## src/rtl/mem_arbiter_if.sv

```systemverilog
// ---------------------------------------------------------------------------
// mem_arbiter_if
//   Bundles every handshake and bus signal around the memory arbiter: the
//   three cache-side requester channels and the single off-chip memory port.
//   Clock and reset stay plain ports on the modules that use this bundle.
//
//   Parameters
//     ADDR_W  line address width
//     DATA_W  line width moved per transaction
//
//   Signals
//     Icache line read   : ic_read_req/addr  -> ic_read_ack/data
//     Dcache line read   : dc_read_req/addr  -> dc_read_ack/data
//     Dcache write-back  : dc_write_req/addr/data -> dc_write_ack
//     Memory port        : mem_enable/rw/addr/data_out -> mem_ack/data_in
//
//   Modports
//     master : the arbiter's view (drives acks, read lines and memory request)
//     slave  : the environment's view (caches plus memory)
// ---------------------------------------------------------------------------
interface mem_arbiter_if #(
   parameter int ADDR_W = 32,
   parameter int DATA_W = 128
);

   // Icache line read channel
   logic              ic_read_req;
   logic [ADDR_W-1:0] ic_read_addr;
   logic              ic_read_ack;
   logic [DATA_W-1:0] ic_read_data;

   // Dcache line read channel
   logic              dc_read_req;
   logic [ADDR_W-1:0] dc_read_addr;
   logic              dc_read_ack;
   logic [DATA_W-1:0] dc_read_data;

   // Dcache write-back channel
   logic              dc_write_req;
   logic [ADDR_W-1:0] dc_write_addr;
   logic [DATA_W-1:0] dc_write_data;
   logic              dc_write_ack;

   // Off-chip memory port
   logic              mem_enable;
   logic              mem_rw;
   logic              mem_ack;
   logic [ADDR_W-1:0] mem_addr;
   logic [DATA_W-1:0] mem_data_in;
   logic [DATA_W-1:0] mem_data_out;

   modport master (
      input  ic_read_req,
      input  ic_read_addr,
      output ic_read_ack,
      output ic_read_data,
      input  dc_read_req,
      input  dc_read_addr,
      output dc_read_ack,
      output dc_read_data,
      input  dc_write_req,
      input  dc_write_addr,
      input  dc_write_data,
      output dc_write_ack,
      output mem_enable,
      output mem_rw,
      input  mem_ack,
      output mem_addr,
      input  mem_data_in,
      output mem_data_out
   );

   modport slave (
      output ic_read_req,
      output ic_read_addr,
      input  ic_read_ack,
      input  ic_read_data,
      output dc_read_req,
      output dc_read_addr,
      input  dc_read_ack,
      input  dc_read_data,
      output dc_write_req,
      output dc_write_addr,
      output dc_write_data,
      input  dc_write_ack,
      input  mem_enable,
      input  mem_rw,
      output mem_ack,
      input  mem_addr,
      output mem_data_in,
      input  mem_data_out
   );

endinterface

```

## src/rtl/mem_arbiter.sv

```systemverilog
// ---------------------------------------------------------------------------
// mem_arbiter
//   Shares the single off-chip memory port between the Icache line read, the
//   Dcache line read and the Dcache line write-back. One transaction is in
//   flight at a time; the memory request is held stable until mem_ack, and
//   the winning requester gets a one-cycle ack pulse the cycle after.
//
//   Ports
//     clk    rising-edge clock
//     reset  asynchronous, active-low reset
//     bus    mem_arbiter_if.master : requester channels and memory port
//
//   Timing of one transaction (mem_ack seen at cycle M)
//     IDLE samples requests at cycle G, mem_enable is high from G+1,
//     RESP with the ack pulse and mem_enable low at M+1, IDLE again at M+2,
//     so the next mem_enable can rise at M+3 at the earliest.
//
//   Configuration
//     ARB_ROUND_ROBIN_EN  when defined, a tie between the Dcache read and the
//                         Icache read goes to the port not granted last; the
//                         write-back always keeps top priority. When
//                         undefined the order is fixed:
//                         dc_write > dc_read > ic_read.
// ---------------------------------------------------------------------------
module mem_arbiter #(
   parameter int ADDR_W = 32,
   parameter int DATA_W = 128
) (
   input  logic          clk,
   input  logic          reset,
   mem_arbiter_if.master bus
);

   typedef enum logic [2:0] {
      IDLE,
      DC_WR,
      DC_RD,
      IC_RD,
      RESP
   } state_t;

   state_t state_q, state_d;

   // Registered memory request; held constant for the whole transaction
   logic              en_q,    en_d;
   logic              rw_q,    rw_d;
   logic [ADDR_W-1:0] addr_q,  addr_d;
   logic [DATA_W-1:0] wdata_q, wdata_d;

   // Registered responses to the requesters
   logic              ic_ack_q,    ic_ack_d;
   logic              dc_rd_ack_q, dc_rd_ack_d;
   logic              dc_wr_ack_q, dc_wr_ack_d;
   logic [DATA_W-1:0] ic_data_q,   ic_data_d;
   logic [DATA_W-1:0] dc_data_q,   dc_data_d;

   // Decides whether the Dcache read beats the Icache read this cycle
   logic dc_rd_wins;

`ifdef ARB_ROUND_ROBIN_EN
   typedef enum logic {
      GNT_DC,
      GNT_IC
   } grant_t;

   grant_t last_grant_q, last_grant_d;

   // On a tie the port that did not win the previous read grant goes first
   always_comb begin
      dc_rd_wins = bus.dc_read_req &
                   (~bus.ic_read_req | (last_grant_q == GNT_IC));
   end
`else
   // Fixed order: a pending Dcache read always beats the Icache read,
   // so a stream of Dcache misses can starve the Icache
   always_comb begin
      dc_rd_wins = bus.dc_read_req;
   end
`endif

   // ------------------------------------------------------------------
   // State register
   // ------------------------------------------------------------------
   always_ff @(posedge clk or negedge reset) begin
      if (!reset) begin
         state_q <= IDLE;
      end else begin
         state_q <= state_d;
      end
   end

   // ------------------------------------------------------------------
   // Next state and next register values
   // ------------------------------------------------------------------
   always_comb begin
      state_d     = state_q;
      en_d        = en_q;
      rw_d        = rw_q;
      addr_d      = addr_q;
      wdata_d     = wdata_q;
      ic_ack_d    = 1'b0;
      dc_rd_ack_d = 1'b0;
      dc_wr_ack_d = 1'b0;
      ic_data_d   = ic_data_q;
      dc_data_d   = dc_data_q;
`ifdef ARB_ROUND_ROBIN_EN
      last_grant_d = last_grant_q;
`endif

      case (state_q)
         IDLE: begin
            // The write-back goes first so a dirty eviction always
            // reaches memory before the refill of the same line
            if (bus.dc_write_req) begin
               state_d = DC_WR;
               en_d    = 1'b1;
               rw_d    = 1'b1;
               addr_d  = bus.dc_write_addr;
               wdata_d = bus.dc_write_data;
            end else if (dc_rd_wins) begin
               state_d = DC_RD;
               en_d    = 1'b1;
               rw_d    = 1'b0;
               addr_d  = bus.dc_read_addr;
`ifdef ARB_ROUND_ROBIN_EN
               last_grant_d = GNT_DC;
`endif
            end else if (bus.ic_read_req) begin
               state_d = IC_RD;
               en_d    = 1'b1;
               rw_d    = 1'b0;
               addr_d  = bus.ic_read_addr;
`ifdef ARB_ROUND_ROBIN_EN
               last_grant_d = GNT_IC;
`endif
            end
         end

         DC_WR: begin
            if (bus.mem_ack) begin
               state_d     = RESP;
               en_d        = 1'b0;
               dc_wr_ack_d = 1'b1;
            end
         end

         DC_RD: begin
            if (bus.mem_ack) begin
               state_d     = RESP;
               en_d        = 1'b0;
               dc_rd_ack_d = 1'b1;
               dc_data_d   = bus.mem_data_in;
            end
         end

         IC_RD: begin
            if (bus.mem_ack) begin
               state_d   = RESP;
               en_d      = 1'b0;
               ic_ack_d  = 1'b1;
               ic_data_d = bus.mem_data_in;
            end
         end

         // One dead cycle lets the requester drop its level request
         // before IDLE samples again
         RESP: begin
            state_d = IDLE;
         end

         default: begin
            state_d = IDLE;
         end
      endcase
   end

   // ------------------------------------------------------------------
   // Output and datapath registers; reset aborts any transaction in
   // flight, so mem_enable falls and no ack is produced
   // ------------------------------------------------------------------
   always_ff @(posedge clk or negedge reset) begin
      if (!reset) begin
         en_q        <= 1'b0;
         rw_q        <= 1'b0;
         addr_q      <= '0;
         wdata_q     <= '0;
         ic_ack_q    <= 1'b0;
         dc_rd_ack_q <= 1'b0;
         dc_wr_ack_q <= 1'b0;
         ic_data_q   <= '0;
         dc_data_q   <= '0;
`ifdef ARB_ROUND_ROBIN_EN
         last_grant_q <= GNT_DC;
`endif
      end else begin
         en_q        <= en_d;
         rw_q        <= rw_d;
         addr_q      <= addr_d;
         wdata_q     <= wdata_d;
         ic_ack_q    <= ic_ack_d;
         dc_rd_ack_q <= dc_rd_ack_d;
         dc_wr_ack_q <= dc_wr_ack_d;
         ic_data_q   <= ic_data_d;
         dc_data_q   <= dc_data_d;
`ifdef ARB_ROUND_ROBIN_EN
         last_grant_q <= last_grant_d;
`endif
      end
   end

   assign bus.mem_enable   = en_q;
   assign bus.mem_rw       = rw_q;
   assign bus.mem_addr     = addr_q;
   assign bus.mem_data_out = wdata_q;
   assign bus.ic_read_ack  = ic_ack_q;
   assign bus.ic_read_data = ic_data_q;
   assign bus.dc_read_ack  = dc_rd_ack_q;
   assign bus.dc_read_data = dc_data_q;
   assign bus.dc_write_ack = dc_wr_ack_q;

endmodule

```

## src/flat_wrapper.sv

```systemverilog
// flat-port wrapper written by rule: the top's interface ports become plain ports
module mem_arbiter_flat 
#(
   parameter int ADDR_W = 32,
   parameter int DATA_W = 128
)
  (clk, reset, bus_ic_read_req, bus_ic_read_addr, bus_ic_read_ack, bus_ic_read_data, bus_dc_read_req, bus_dc_read_addr, bus_dc_read_ack, bus_dc_read_data, bus_dc_write_req, bus_dc_write_addr, bus_dc_write_data, bus_dc_write_ack, bus_mem_enable, bus_mem_rw, bus_mem_ack, bus_mem_addr, bus_mem_data_in, bus_mem_data_out);
  mem_arbiter_if #(.ADDR_W(ADDR_W), .DATA_W(DATA_W)) bus_i ();
  input  logic clk;
  input  logic reset;
  input wire logic [$bits(bus_i.ic_read_req)-1:0] bus_ic_read_req;
  input wire logic [$bits(bus_i.ic_read_addr)-1:0] bus_ic_read_addr;
  output wire logic [$bits(bus_i.ic_read_ack)-1:0] bus_ic_read_ack;
  output wire logic [$bits(bus_i.ic_read_data)-1:0] bus_ic_read_data;
  input wire logic [$bits(bus_i.dc_read_req)-1:0] bus_dc_read_req;
  input wire logic [$bits(bus_i.dc_read_addr)-1:0] bus_dc_read_addr;
  output wire logic [$bits(bus_i.dc_read_ack)-1:0] bus_dc_read_ack;
  output wire logic [$bits(bus_i.dc_read_data)-1:0] bus_dc_read_data;
  input wire logic [$bits(bus_i.dc_write_req)-1:0] bus_dc_write_req;
  input wire logic [$bits(bus_i.dc_write_addr)-1:0] bus_dc_write_addr;
  input wire logic [$bits(bus_i.dc_write_data)-1:0] bus_dc_write_data;
  output wire logic [$bits(bus_i.dc_write_ack)-1:0] bus_dc_write_ack;
  output wire logic [$bits(bus_i.mem_enable)-1:0] bus_mem_enable;
  output wire logic [$bits(bus_i.mem_rw)-1:0] bus_mem_rw;
  input wire logic [$bits(bus_i.mem_ack)-1:0] bus_mem_ack;
  output wire logic [$bits(bus_i.mem_addr)-1:0] bus_mem_addr;
  input wire logic [$bits(bus_i.mem_data_in)-1:0] bus_mem_data_in;
  output wire logic [$bits(bus_i.mem_data_out)-1:0] bus_mem_data_out;
  assign bus_i.ic_read_req = bus_ic_read_req;
  assign bus_i.ic_read_addr = bus_ic_read_addr;
  assign bus_ic_read_ack = bus_i.ic_read_ack;
  assign bus_ic_read_data = bus_i.ic_read_data;
  assign bus_i.dc_read_req = bus_dc_read_req;
  assign bus_i.dc_read_addr = bus_dc_read_addr;
  assign bus_dc_read_ack = bus_i.dc_read_ack;
  assign bus_dc_read_data = bus_i.dc_read_data;
  assign bus_i.dc_write_req = bus_dc_write_req;
  assign bus_i.dc_write_addr = bus_dc_write_addr;
  assign bus_i.dc_write_data = bus_dc_write_data;
  assign bus_dc_write_ack = bus_i.dc_write_ack;
  assign bus_mem_enable = bus_i.mem_enable;
  assign bus_mem_rw = bus_i.mem_rw;
  assign bus_i.mem_ack = bus_mem_ack;
  assign bus_mem_addr = bus_i.mem_addr;
  assign bus_i.mem_data_in = bus_mem_data_in;
  assign bus_mem_data_out = bus_i.mem_data_out;
  mem_arbiter #(.ADDR_W(ADDR_W), .DATA_W(DATA_W)) u_core (.clk(clk), .reset(reset), .bus(bus_i));
endmodule
```

## config.mk

```make
export PLATFORM = sky130hd
export DESIGN_NAME = mem_arbiter_flat
export DESIGN_NICKNAME = d
export VERILOG_FILES = /design/src/rtl/mem_arbiter_if.sv /design/src/rtl/mem_arbiter.sv /design/src/flat_wrapper.sv
export SDC_FILE = /design/constraint.sdc
export NUM_CORES = 1
export LEC_CHECK = 0
export ABC_AREA = 1
export CAP_MARGIN = 20
export CORE_AREA = 10 10 299 301
export DETAILED_ROUTE_END_ITERATION = 16
export DIE_AREA = 0 0 309 311
export SLEW_MARGIN = 20
export SYNTH_ARGS = -nofsm -noshare
export SYNTH_HDL_FRONTEND = slang
export SYNTH_SLANG_ARGS = --single-unit
export TNS_END_PERCENT = 1
```

## constraint.sdc

```tcl
create_clock -name clk -period 1.9 [get_ports clk]
set_clock_uncertainty 0.1 [all_clocks]
set_input_delay 0.475 -clock clk [delete_from_list [all_inputs] [get_ports clk]]
set_output_delay 0.475 -clock clk [all_outputs]
set_load 0.005 [all_outputs]
```

======== Yosys cells after proc, flatten, opt, wreduce, memory -nomap -nowiden ========
Index checks and enable logic that the tools add are counted.
storage, ports and cells
  logic and storage cells ................. 45
  input port bits ......................... 358
  output and inout port bits .............. 421
  bits in registers ....................... 424
operators by class
  eq/ne operators ......................... 5
  reduce and logical (&&, ||, !) cells .... 10
  mux-type cells .......................... 20
operators with widths
  kind                                                   count
  two-way mux 32 bit                                     3
  two-way mux 3 bit                                      4
  two-way mux 1 bit                                      11
  AND reduction 2 bit                                    5
  == test 3 x 2 -> 1 bit, second input constant          2
  case mux 3 bit (2 select lines)                        1
  inequality test 4 bit, second input constant           1
  == test 3 x 1 -> 1 bit, second input constant          1
  logical NOT 3 bit                                      1
  AND reduction 3 bit                                    1
  nonzero test 3 bit                                     1
  OR reduction 3 bit                                     1
  inequality test 2 x 1 -> 1 bit, second input constant  1
  case mux 1 bit (2 select lines)                        1
  nonzero test 2 bit                                     1

======== Depth between registers and ports, before layout ========
Gate-level depths: netlist of run 1.
  depth in word-level cells ............... 4
  depth in mapped cells ................... 8
  mapped depth without buffers ............ 6

======== Least setup slack after synthesis of run 1 ========
No wires, ideal clock.
  kind .................................... in2reg
  start ................................... in bus_dc_read_req
  end ..................................... reg u_core.state_q[1]
  setup slack ............................. 0.456 ns
  stages on the path ...................... 8
  library setup time ...................... 0.117 ns
  buffers on the path ..................... 2
  data arrival time ....................... 1.228 ns
  required time ........................... 1.683 ns
  path through ............................ buf_2 nor2_4 nand2_1 inv_1 nor2_4 buf_2 nand2_1 nand2_1
between the ends
  word-level cells in the longest chain between the ends .. 3
  elaborated cells between the ends (all ways) .. 5
  those cells by class .................... eq/ne: 1; mux: 3; reduce/logical: 1
RTL lines
  element                          line                text
  from (decl)                      flat_wrapper.sv:15  input wire logic [$bits(bus_i.dc_read_req)-1:0] bus_dc_read_req;
  two-way mux 3 bit                mem_arbiter.sv:120  end else if (dc_rd_wins) begin
  two-way mux 3 bit                mem_arbiter.sv:114  if (bus.dc_write_req) begin
  case mux 3 bit (2 select lines)  mem_arbiter.sv:110  case (state_q)
  to (signal assigned)             mem_arbiter.sv:88   state_q <= state_d;
  to (decl)                        mem_arbiter.sv:42   state_t state_q, state_d;
Several ways; a longest one is shown, not always the timed one.
A chain may end at the register's enable or synchronous reset.

======== Final worst setup path of run 1 ========
  start ................................... reg u_core.dc_data_q[20], in the netlist u_core.bus.dc_read_data[20]
  end ..................................... out bus_dc_read_data[20]
RTL lines
  element                 line                text
  from (decl)             mem_arbiter.sv:55   logic [DATA_W-1:0] dc_data_q, dc_data_d;
  from (signal assigned)  mem_arbiter.sv:204  dc_data_q <= dc_data_d;
  to (decl)               flat_wrapper.sv:18  output wire logic [$bits(bus_i.dc_read_data)-1:0] bus_dc_read_data;
No word-level cell between the ends.

==> flow_metrics.env, run 1 <==
export IMPL_grt_usage_pct=14.7
export IMPL_power_switching_uw=14100
export IMPL_hold_violations=0
export IMPL_antenna_found_initial=3
export IMPL_cts_sinks=424
export IMPL_clk_latency_ps=590
export IMPL_critical_path_class="register to output pin"
export IMPL_power_internal_uw=26200
export IMPL_maxCapViolCount=0
export IMPL_yosys_warnings=0
export IMPL_cts_tree="built"
export IMPL_syn_num_nets=2184
export IMPL_die_area_sq_um=96100
export IMPL_max_slew_margin_pct=46.6
export IMPL_cts_buffer_depth=3
export IMPL_cp_cell_sequence="dlygate4sd2_1"
export IMPL_netlist_area_sq_um=16700
export IMPL_die_x_um=309
export IMPL_synthTopCellsByArea="dfrtp_1, nand2_1, o21ai_0, nand3_1, inv_1"
export IMPL_yosys_area_top_type_share_pct=63.6
export IMPL_gp_congestion=0.898
export IMPL_yosysSeqAreaShare_pct=63.6
export IMPL_pre_cts_slack_ps=-452
export IMPL_cp_start_kind="register"
export IMPL_numCtsBuffers=50
export IMPL_swShare_pct=35.1
export IMPL_route_detailed_drc=0
export IMPL_grt_pass1_wl_mm=108
export IMPL_rows=106
export IMPL_synth_cell_types=20
export IMPL_vdd_ir_drop_worst_mv=0.809
export IMPL_power_density_nw_per_um2=1460
export IMPL_drtPass1Iterations=5
export IMPL_finalCritPeriodShare_pct=97.2
export IMPL_synth_largest_area_cell="dfrtp_1"
export IMPL_root_buffer="clkbuf_16"
export IMPL_slew_violations=0
export IMPL_wl_per_cell_um=19.5
export IMPL_drt_initial_drc_count=1115
export IMPL_syn2layout_area_growth_pct=65.4
export IMPL_p_clk_share_pct=23.8
export IMPL_crit_buf_inv=1
export IMPL_pin_count=779
export IMPL_postSynthCellCount=1826
export IMPL_comb_power_share_pct=38.1
export IMPL_finalSetupViolations=0
export IMPL_cpLargestDelayFamily="flip-flops"
export IMPL_power_leakage_uw=0.0142
export IMPL_nFillCells=8735
export IMPL_status="finished, final reports clean"
export IMPL_grt_pass1_vias=16100
export IMPL_yosys_register_bits=424
export IMPL_die_height_um=311
export IMPL_arrival_ps=1270
export IMPL_clk_pin_slew_ps=60
export IMPL_cts_htree_levels=2
export IMPL_power_uw=40300
export IMPL_critPathSlowestCell="dfrtp_1"
export IMPL_hpwl_mm=58.8
export IMPL_nNetsFinal=2998
export IMPL_crit_fanout=2
export IMPL_worst_pin_slew_ps=800
export IMPL_slowest_delay_ps=390
export IMPL_wl_mm=73.3
export IMPL_multiInputGateArea_sq_um=4940
export IMPL_drive_above_1_share_pct=7.54
export IMPL_syn_avg_cell_area_sq_um=9.14
export IMPL_grt_max_degree=83
export IMPL_hold_class="input pin to async pin"
export IMPL_whs_ps=316
export IMPL_cts_setup_buffers=0
export IMPL_core_sq_um=83300
export IMPL_seqPwrFrac_pct=38.1
export IMPL_routed_via_count=15300
export IMPL_vias_per_cell=4.07
export IMPL_setup_ws_ps=53.5
export IMPL_portBuffers=778
export IMPL_ff_latch_area_sq_um=10600
export IMPL_period_needed_ps=1850
export IMPL_max_freq_mhz=542
export IMPL_start_util_pct=20.0
export IMPL_ant_nets=0
export IMPL_crit_path_end_kind="output pin"
export IMPL_required_ps=1320
export IMPL_overflow=0
[cell usage after synthesis]
master / instances
clkinv_1: 1
clkbuf_2: 22
clkbuf_1: 16
o21ai_1: 55
o21ai_0: 201
nand3_1: 192
nand2_2: 3
dfrtp_1: 424
a21oi_1: 2
inv_1: 137
nor2_4: 4
inv_2: 1
nor3_1: 1
buf_2: 46
buf_1: 7
buf_6: 3
buf_4: 24
nand3_2: 2
nand2_1: 683
nor2_1: 2
[path summary, 6_finish.rpt]
| check | from | cells after the start | to | slack [ps] |
|---|---|---|---|---|
| max reg2reg | u_core.state_q[0] | 5 | u_core.bus.mem_addr[15] | 140 |
| min reg2reg | u_core.bus.mem_data_out[81] | 2 | u_core.bus.mem_data_out[81] | 360 |
| max in group asynchronous | reset | 4 | u_core.bus.dc_read_data[80] | 630 |
| max | u_core.bus.dc_read_data[20] | 1 | bus_dc_read_data[20] | 50 |
| min in group clk | bus_dc_write_req | 5 | u_core.state_q[1] | 340 |
| min | reset | 2 | u_core.bus.mem_data_out[19] | 320 |
[cell families (layout without fill, tap and decap cells)]
logic type	Yosys count	in the layout	synth area share (%)
buffers and inverters	257	1110	6.97
DFF	424	424	63.6
other	0	3	0
and+or+nand+nor	887	887	21.7
AOI/OAI and AO/OA	258	258	7.74
[area by class of cell]
cell class,instances,share of cell area (%)
Tap cell,1080,4.90
Antenna cell,3,0.0272
Inverter,139,1.89
Timing Repair Buffer,880,30.9
Sequential cell,424,38.5
Multi-Input combinational cell,1145,17.9
Clock inverter,15,0.662
Clock buffer,76,5.26
[what timing repair did]
item                                    4_1_cts  5_1_grt
hold buffers                                  1        0
pin swaps                                     0        1
hold endpoints to repair                     27        0
resized for setup                           470       27
endpoints found under the setup margin      419       58
[per-stage QoR]
step           setup TNS, ps  utilization, %  area [sq um]  std cells
3_3_place_gp          -64060            31.7         26400       3667
5_1_grt               -0.929            33.1         27600       3759
3_5_place_dp          -72400            31.7         26400       3667
4_1_cts                -10.4            33.1         27600       3759
6_report                   0            33.1         27600       3762
2_1_floorplan              0               -         16700       1826
[state kept, by name (all words and copies together), names as in the netlist]
name                     cells
u_core.bus.dc_read_ack       1
u_core.bus.dc_read_data    128
u_core.bus.dc_write_ack      1
u_core.bus.ic_read_ack       1
u_core.bus.ic_read_data    128
u_core.bus.mem_addr         32
u_core.bus.mem_data_out    128
u_core.bus.mem_enable        1
u_core.bus.mem_rw            1
u_core.state_q               3
[cell usage in the layout (no fill, tap or decap), drive strengths merged, types with 6 or more instances in the layout]
cell           netlist  layout
nand2              686     686
nor2                 6       6
clkinv               1      11
nand3              194     194
o21ai              256     256
buf                 80     105
dfrtp              424     424
inv                138     140
clkbuf              38      78
clkdlybuf4s50        0     354
dlygate4sd2          0     356
clkdlybuf4s15        0      61
[power by group through the flow]
stage,Combinational [uW],Clock (uW),Sequential [uW]
2_1_floorplan,5370,0,15700
3_3_place_gp,18300,0,15500
3_5_place_dp,18500,0,15600
4_1_cts,15800,9910,15400
5_1_grt,17100,10300,15900
6_report,15400,9590,15400
[per-layer routing]
| layer | GRT usage (%) | up-vias | share of wire [%] |
|---|---|---|---|
| met5 | 0 | - | 0.018 |
| met4 | 4.30 | 2 | 2.6 |
| met3 | 5.07 | 94 | 9.6 |
| met2 | 25.8 | 578 | 49 |
| met1 | 16.6 | 7204 | 38 |
| li1 | - | 7429 | - |
No activity file was read; power rests on OpenSTA's default activity.
==> run 2: changes to the inputs <==
--- a/config.mk
+++ b/config.mk
@@ -7,9 +7,10 @@
 export LEC_CHECK = 0
 export ABC_AREA = 1
 export CAP_MARGIN = 20
-export CORE_AREA = 10 10 299 301
+export CORE_AREA = 2 2 300 302
+export CTS_CLUSTER_SIZE = 16
 export DETAILED_ROUTE_END_ITERATION = 16
-export DIE_AREA = 0 0 309 311
+export DIE_AREA = 0 0 302 304
 export SLEW_MARGIN = 20
 export SYNTH_ARGS = -nofsm -noshare
 export SYNTH_HDL_FRONTEND = slang
==> flow_metrics.env, run 2 (same netlist as run 1, synthesis figures left out) <==
export IMPL_hpwl_mm=51.3
export IMPL_ant_nets=0
export IMPL_gp_congestion=0.891
export IMPL_slowest_delay_ps=420
export IMPL_wl_mm=66.0
export IMPL_portBuffers=778
export IMPL_hold_class="input pin to register"
export IMPL_drt_initial_drc_count=794
export IMPL_power_switching_uw=13900
export IMPL_max_slew_margin_pct=66.0
export IMPL_wl_per_cell_um=17.2
export IMPL_crit_path_end_kind="output pin"
export IMPL_rows=110
export IMPL_mostFrequentLayoutCell="nand2_1"
export IMPL_power_uw=40300
export IMPL_vias_per_cell=3.98
export IMPL_numCtsBuffers=49
export IMPL_finalSetupViolations=0
export IMPL_finalCritPeriodShare_pct=97.1
export IMPL_critical_path_class="register to output pin"
export IMPL_hold_violations=0
export IMPL_root_buffer="clkbuf_16"
export IMPL_setup_ws_ps=54.9
export IMPL_wl_met2_mm=31.8
export IMPL_crit_fanout=1
export IMPL_drive_above_1_share_pct=7.38
export IMPL_grt_max_degree=117
export IMPL_power_internal_uw=26300
export IMPL_core_sq_um=89000
export IMPL_cpLargestDelayFamily="flip-flops"
export IMPL_die_height_um=304
export IMPL_rsz0062_at_grt="false"
export IMPL_cts_buffer_depth=3
export IMPL_die_x_um=302
export IMPL_highest_layer="met5"
export IMPL_wl_met3_mm=5.55
export IMPL_power_density_nw_per_um2=1460
export IMPL_overflow=0
export IMPL_clk_pin_slew_ps=80
export IMPL_status="finished, final reports clean"
export IMPL_cts_tree="built"
export IMPL_grt_pass1_vias=15400
export IMPL_syn2layout_area_growth_pct=65.4
export IMPL_worst_pin_slew_ps=510
export IMPL_whs_ps=132
export IMPL_period_needed_ps=1850
export IMPL_vdd_ir_drop_worst_mv=0.721
export IMPL_slew_violations=0
export IMPL_max_freq_mhz=542
export IMPL_power_leakage_uw=0.0141
export IMPL_clk_latency_ps=570
export IMPL_nNetsFinal=2976
export IMPL_die_area_sq_um=91800
export IMPL_cts_sinks=424
export IMPL_start_util_pct=18.7
export IMPL_comb_power_share_pct=37.4
export IMPL_drtPass1Iterations=5
export IMPL_grt_usage_pct=13.8
export IMPL_p_clk_share_pct=24.2
export IMPL_pre_cts_slack_ps=-240
export IMPL_antenna_found_initial=5
export IMPL_crit_buf_inv=1
export IMPL_grt_pass1_wl_mm=96.6
export IMPL_cp_start_kind="register"
export IMPL_arrival_ps=1270
export IMPL_cts_htree_levels=2
export IMPL_routed_via_count=15200
export IMPL_required_ps=1320
export IMPL_seqPwrFrac_pct=38.4
export IMPL_maxCapViolCount=0
export IMPL_critPathSlowestCell="dfrtp_1"
export IMPL_swShare_pct=34.6
export IMPL_pin_count=779
export IMPL_wl_met1_mm=25.9
export IMPL_cp_cell_sequence="clkdlybuf4s15_2"
export IMPL_layout_common_cells="nand2_1, dfrtp_1, dlygate4sd2_1"
export IMPL_route_detailed_drc=0
## run 2: changes by cell type in the layout (fill, tap and decap cells not counted), moves of 2 or more
cell	change
dfrtp_1	-5
clkdlybuf4s15_2	+3
clkdlybuf4s15_1	-22
clkinvlp_4	+5
clkbuf_8	+8
buf_4	-25
dfrtp_2	+5
clkbuf_1	-12
inv_6	-2
dlygate4sd2_1	+20
clkbuf_2	-2
buf_2	+3
## run 2: power groups by stage
stage | logic [uW] | clock network (uW) | registers, uW
4_1_cts | 15300 | 10100 | 15500
3_5_place_dp | 18000 | 0 | 15700
3_3_place_gp | 17800 | 0 | 15600
6_report | 15100 | 9740 | 15500
5_1_grt | 16800 | 10500 | 16000
2_1_floorplan | 5370 | 0 | 15700
## run 2: repair_timing
action | 4_1_cts | 5_1_grt
endpoints found under the hold margin | 171 | 0
buffers inserted | 2 | 2
setup endpoints to repair | 421 | 38
pin swaps | 0 | 1
gates cloned | 0 | 1
hold buffers | 1 | 0
resized for setup | 482 | 9
## run 2: through the flow
| step | utilization, % | instances | TNS [ps] | instance area [sq um] |
|---|---|---|---|---|
| CTS | 30.9 | 3829 | -19.6 | 27500 |
| finish | 31.0 | 3834 | 0 | 27600 |
| global placement | 29.6 | 3737 | -39250 | 26300 |
| floorplan | - | 1826 | 0 | 16700 |
| global route | 31.0 | 3833 | 0 | 27600 |
| detailed placement | 29.6 | 3737 | -44130 | 26300 |
## run 2: path summary, 6_finish.rpt
kind                                                  start                     endpoint  slack, ps  depth (start not counted)
worst min-delay path                       bus_dc_write_req   u_core.bus.mem_data_out[8]        130                          3
max in group asynchronous                             reset  u_core.bus.mem_data_out[17]        730                          4
worst max-delay path                u_core.bus.dc_write_ack             bus_dc_write_ack         50                          1
min in group asynchronous                             reset  u_core.bus.ic_read_data[33]        280                          2
worst max register to register            u_core.state_q[0]       u_core.bus.mem_addr[0]        140                          8
worst min register to register  u_core.bus.mem_data_out[72]  u_core.bus.mem_data_out[72]        360                          2
## run 2: area by class of cell
class	instances	area, sq um
Antenna cell	2	5.00
Clock buffer	70	1470
Clock inverter	19	198
Fill cell	9475	61500
Inverter	139	522
Multi-Input combinational cell	1145	4930
Sequential cell	424	10600
Tap cell	1176	1470
Timing Repair Buffer	859	8380
## run 2: tightest hold or removal path: stages
cell	delay [ps]
buf_6	150
nand3_1	90
nand2_1	50
## run 2: layer usage
layer | vias to the layer above | track usage (%)
met5 | - | 0
met4 | 6 | 5.47
met3 | 112 | 4.11
met2 | 615 | 23.8
met1 | 7137 | 16.0
li1 | 7379 | -
==> RTL change 1 (flow settings as in run 2) <==
Re-encode `state_t` (5 states) as one-hot, 5 bits wide.
--- a/src/rtl/mem_arbiter.sv
+++ b/src/rtl/mem_arbiter.sv
@@ -31,12 +31,12 @@
    mem_arbiter_if.master bus
 );
 
-   typedef enum logic [2:0] {
-      IDLE,
-      DC_WR,
-      DC_RD,
-      IC_RD,
-      RESP
+   typedef enum logic [4:0] {
+      IDLE  = 5'b00001,
+      DC_WR = 5'b00010,
+      DC_RD = 5'b00100,
+      IC_RD = 5'b01000,
+      RESP  = 5'b10000
    } state_t;
 
    state_t state_q, state_d;
Check against the original RTL: no difference found for any inputs over 4 cycles, from zero or initial values and one cycle with reset low; so few cycles prove little.
==> RTL change 1 against run 2 <==
Worst setup slack worse by 3.5 ps; area after synthesis up 7.5%; critical path depth unchanged; sequential cell count is 2 higher; routed wire length is 4.9% lower; synthesized cell count up 0.88%; utilization is 1.1 points higher; final area increased by 3.6%; combinational power is 11% higher; die area is the same; fmax down 0.19%; total power up 3.2%.
==> RTL change 1: results (changes against run 2) <==
[run_status]
outcome = finished clean

[synth]
synth-xor-area-share = 0  ; unchanged
netlist_top_cells_count = 686 x nand2_1, 425 x dfrtp_1, 240 x o21ai_2
synth_area_leaders = dfrtp_1 59%, nand2_1 14%, o21ai_2 12%
ys_seq_area_frac = 0.594  ; -0.0415
synth_compound_area_frac = 0.123  ; +0.0453
synthCells = 1842  ; +0.88%
async_flop_share = 1.00  ; unchanged
yosys.area_share.adder = 0  ; unchanged
synth_fp_nets = 2200  ; +0.73%

[final_layout]
nNetsFinal = 3021  ; +1.5%
nFillCells = 9355  ; -1.3%
drive_gt1_frac = 0.164  ; +0.0900
stdcell_count = 3876  ; +1.1%

[global_routing]
antenna_found_initial = 4  ; -1
grt.total_usage = 0.132  ; -0.00633
grt_pass1_wl_um = 94600  ; -2.1%
grt_pass1_vias = 15734  ; +2.4%
grt_max_degree = 70  ; -40%

[setup_path]
r2r_start = u_core.state_q[2]
crit_fanout = 2  ; +1
cp-endpoint = bus_mem_addr[13]
r2r_end = u_core.bus.ic_read_data[31]
critPathLaunch = u_core.bus.mem_addr[13]
max_stage_delay_ps = 420  ; about the same
critPathArrivalTime_ps = 1270  ; about the same

[clock_tree]
h-tree-depth = 2  ; unchanged
clkTransAtPathRegs_ps = 60  ; -20 ps
insertion_delay_ps = 580
cts_root_buf = clkbuf_16
hold_buffers = 1  ; unchanged
cts.repair.resized = 446  ; -7.5%

[placement]
gp_congestion = 0.875  ; -1.8%
place_ws_ps = -168  ; +72.1 ps
dpl.hpwl_um = 48600  ; -5.2%
placed_cells = 3785  ; +1.3%
dpl-instance-area_um2 = 27500  ; +4.4%

[routing]
vias = 15379  ; +0.85%
wl_per_cell_um = 16.2  ; -5.9%
drtIter0Drc = 785  ; -1.1%
dr.pass1.iters = 8  ; +3

[pwr]
p_leak_nw = 14.6  ; +3.5%
ir_worst_vdd_uv = 723  ; +0.30%

[hold_path]
hold_end = u_core.bus.mem_data_out[1]
worstHoldPathType = primary input to register

[timing]
timing.fmax_ghz = 0.541  ; -0.19%
slew_headroom = 0.724  ; +0.0637
hold-worst-slack_ps = 172  ; +39.1 ps

==> RTL change 1: cell count changes after synthesis, sizes merged, moves of 2 or more <==
cell and change:
nand3 +7, o21ai +2, inv +3, clkbuf -15, buf +15, nor2 +4
==> RTL change 1: where the power goes <==
group	internal [mW]	total [mW]	switching, mW
sequential	13.3	15.6	2.30
clock	5.47	9.29	3.82
combinational	8.29	16.7	8.36
total	27.1	41.5	14.5
==> RTL change 1: final cells by class <==
type                       instances  area [um^2]  area share
clock inverter                    12          124     0.00433
timing repair buffer             888         8440       0.295
tap                             1176         1470      0.0515
inverter                         141          549      0.0192
sequential                       426        10700       0.373
clock buffer                      74         1440      0.0504
multi-input combinational       1157         5890       0.206
antenna                            2         5.00    0.000175
==> RTL change 1: layer usage <==
layer  vias up  track usage  part of all wire  wire (um)
li1       7503            -                 -          -
met1      7150        0.151              0.39      24500
met2       600        0.227              0.48      30300
met3       122       0.0413             0.085       5360
met4         4       0.0530             0.041       2560
met5         -            0           0.00040         25
==> RTL change 2 (config.mk and constraints of run 2) <==
Made on the original files. `DATA_W` is set to 128 in 3 places; all go to 124.
--- a/src/rtl/mem_arbiter_if.sv
+++ b/src/rtl/mem_arbiter_if.sv
@@ -20,7 +20,7 @@
 // ---------------------------------------------------------------------------
 interface mem_arbiter_if #(
    parameter int ADDR_W = 32,
-   parameter int DATA_W = 128
+   parameter int DATA_W = 124
 );
 
    // Icache line read channel
--- a/src/rtl/mem_arbiter.sv
+++ b/src/rtl/mem_arbiter.sv
@@ -24,7 +24,7 @@
 // ---------------------------------------------------------------------------
 module mem_arbiter #(
    parameter int ADDR_W = 32,
-   parameter int DATA_W = 128
+   parameter int DATA_W = 124
 ) (
    input  logic          clk,
    input  logic          reset,
--- a/src/flat_wrapper.sv
+++ b/src/flat_wrapper.sv
@@ -2,7 +2,7 @@
 module mem_arbiter_flat 
 #(
    parameter int ADDR_W = 32,
-   parameter int DATA_W = 128
+   parameter int DATA_W = 124
 )
   (clk, reset, bus_ic_read_req, bus_ic_read_addr, bus_ic_read_ack, bus_ic_read_data, bus_dc_read_req, bus_dc_read_addr, bus_dc_read_ack, bus_dc_read_data, bus_dc_write_req, bus_dc_write_addr, bus_dc_write_data, bus_dc_write_ack, bus_mem_enable, bus_mem_rw, bus_mem_ack, bus_mem_addr, bus_mem_data_in, bus_mem_data_out);
   mem_arbiter_if #(.ADDR_W(ADDR_W), .DATA_W(DATA_W)) bus_i ();
Ports: changed (5 resized); port bits go from 779 to 759. The function was not compared with the original's and may differ.
==> RTL change 2 against run 2 <==
Final area is 2.0% lower; sequential cell count is 12 lower; largest power group unchanged; die area stayed put; global-route usage is 0.34 points lower; routed wire length is 3.5% lower; critical path type unchanged; worst setup slack better by 6.5 ps; via count is 2.1% lower; clock power hardly changed; total power is 2.2% lower; final cell count is 1.5% lower; area after synthesis is 3.5% lower; sequential share of layout area is 0.34 points lower.
==> RTL change 2: results (changes against run 2) <==
[final_layout]
multi_input_gates = 1117  ; -2.4%
nClkBuffers = 72  ; +2.9%
clockNetworkAreaShare = 0.0613  ; +0.000967
bufAreaShareNonClock = 0.307  ; +0.00303
nFillCells = 9485  ; +0.11%
drive_gt1_frac = 0.0765  ; +0.00274
nNonClkBuffers = 852  ; -0.81%
inverters = 135  ; -2.9%
diodes = 1  ; -1

[placement]
io_buffers = 758  ; -2.6%
dpl-instance-area_um2 = 25800  ; -2.1%

[global_routing]
grt_use_met1 = 0.156  ; -0.00418
antenna_found_initial = 6  ; +1
grt_use_met3 = 0.0410  ; -0.000143
grt_pass1_wl_um = 94600  ; -2.1%
grt.total_usage = 0.135  ; -0.00343

[synth]
ys_seq_area_frac = 0.640  ; +0.00448
synth_fp_nets = 2128  ; -2.6%
synth_compound_area_frac = 0.0777  ; +0.000328
synth_area_leaders = dfrtp_1 64%, nand2_1 16%, o21ai_0 7.2%
avgSynthCellArea_um2 = 9.05  ; -0.90%

[setup_path]
max_stage_delay_ps = 390  ; -30 ps
r2r_slack_ps = 300  ; +160 ps
crit_fanout = 2  ; +1
r2r_end = u_core.bus.mem_data_out[107]
critPathLaunch = u_core.bus.mem_data_out[33]
cp-endpoint = bus_mem_data_out[33]

[clock_tree]
numCtsBuffers = 48  ; -2.0%
cts.repair.resized = 465  ; -3.5%
cts_setup_buffers = 3  ; +1
clkTransAtPathRegs_ps = 60  ; -20 ps

[pwr]
ir_worst_vdd_uv = 732  ; +1.5%
p_leak_nw = 13.9  ; -1.9%

[routing]
wl_per_cell_um = 16.9  ; -2.0%
wl_met2_um = 30600  ; -3.7%
vias = 14922  ; -2.1%
dr_wl_met3_um = 5400  ; -2.7%
drtIter0Drc = 817  ; +2.9%

[run_status]
outcome = finished clean

[RTL change 2: cell count changes after synthesis, moves of 6 or more]
cell,before,now
dfrtp_1,424,412
nand2_1,683,668
o21ai_0,201,230
o21ai_1,55,18
clkbuf_2,22,2
buf_4,24,4
clkbuf_1,16,45
buf_1,7,13
[RTL change 2: worst min-delay path by stage]
stage | from | end | slack [ps] | cells after the start
2_1_floorplan | reset | u_core.bus.dc_read_ack | 80 | 0
3_3_place_gp | reset | u_core.bus.ic_read_data[57] | 230 | 1
3_5_place_dp | reset | u_core.bus.ic_read_data[57] | 230 | 1
4_1_cts | bus_dc_write_req | u_core.bus.mem_data_out[1] | 50 | 3
5_1_grt | bus_dc_write_req | u_core.bus.mem_data_out[1] | 100 | 3
6_report | bus_dc_write_req | u_core.bus.mem_data_out[1] | 120 | 3
[RTL change 2: where the power goes]
group          switching, mW  internal (mW)  total [mW]
sequential              2.12           12.8        14.9
combinational           7.41           7.33        14.7
clock                   3.71           6.02        9.73
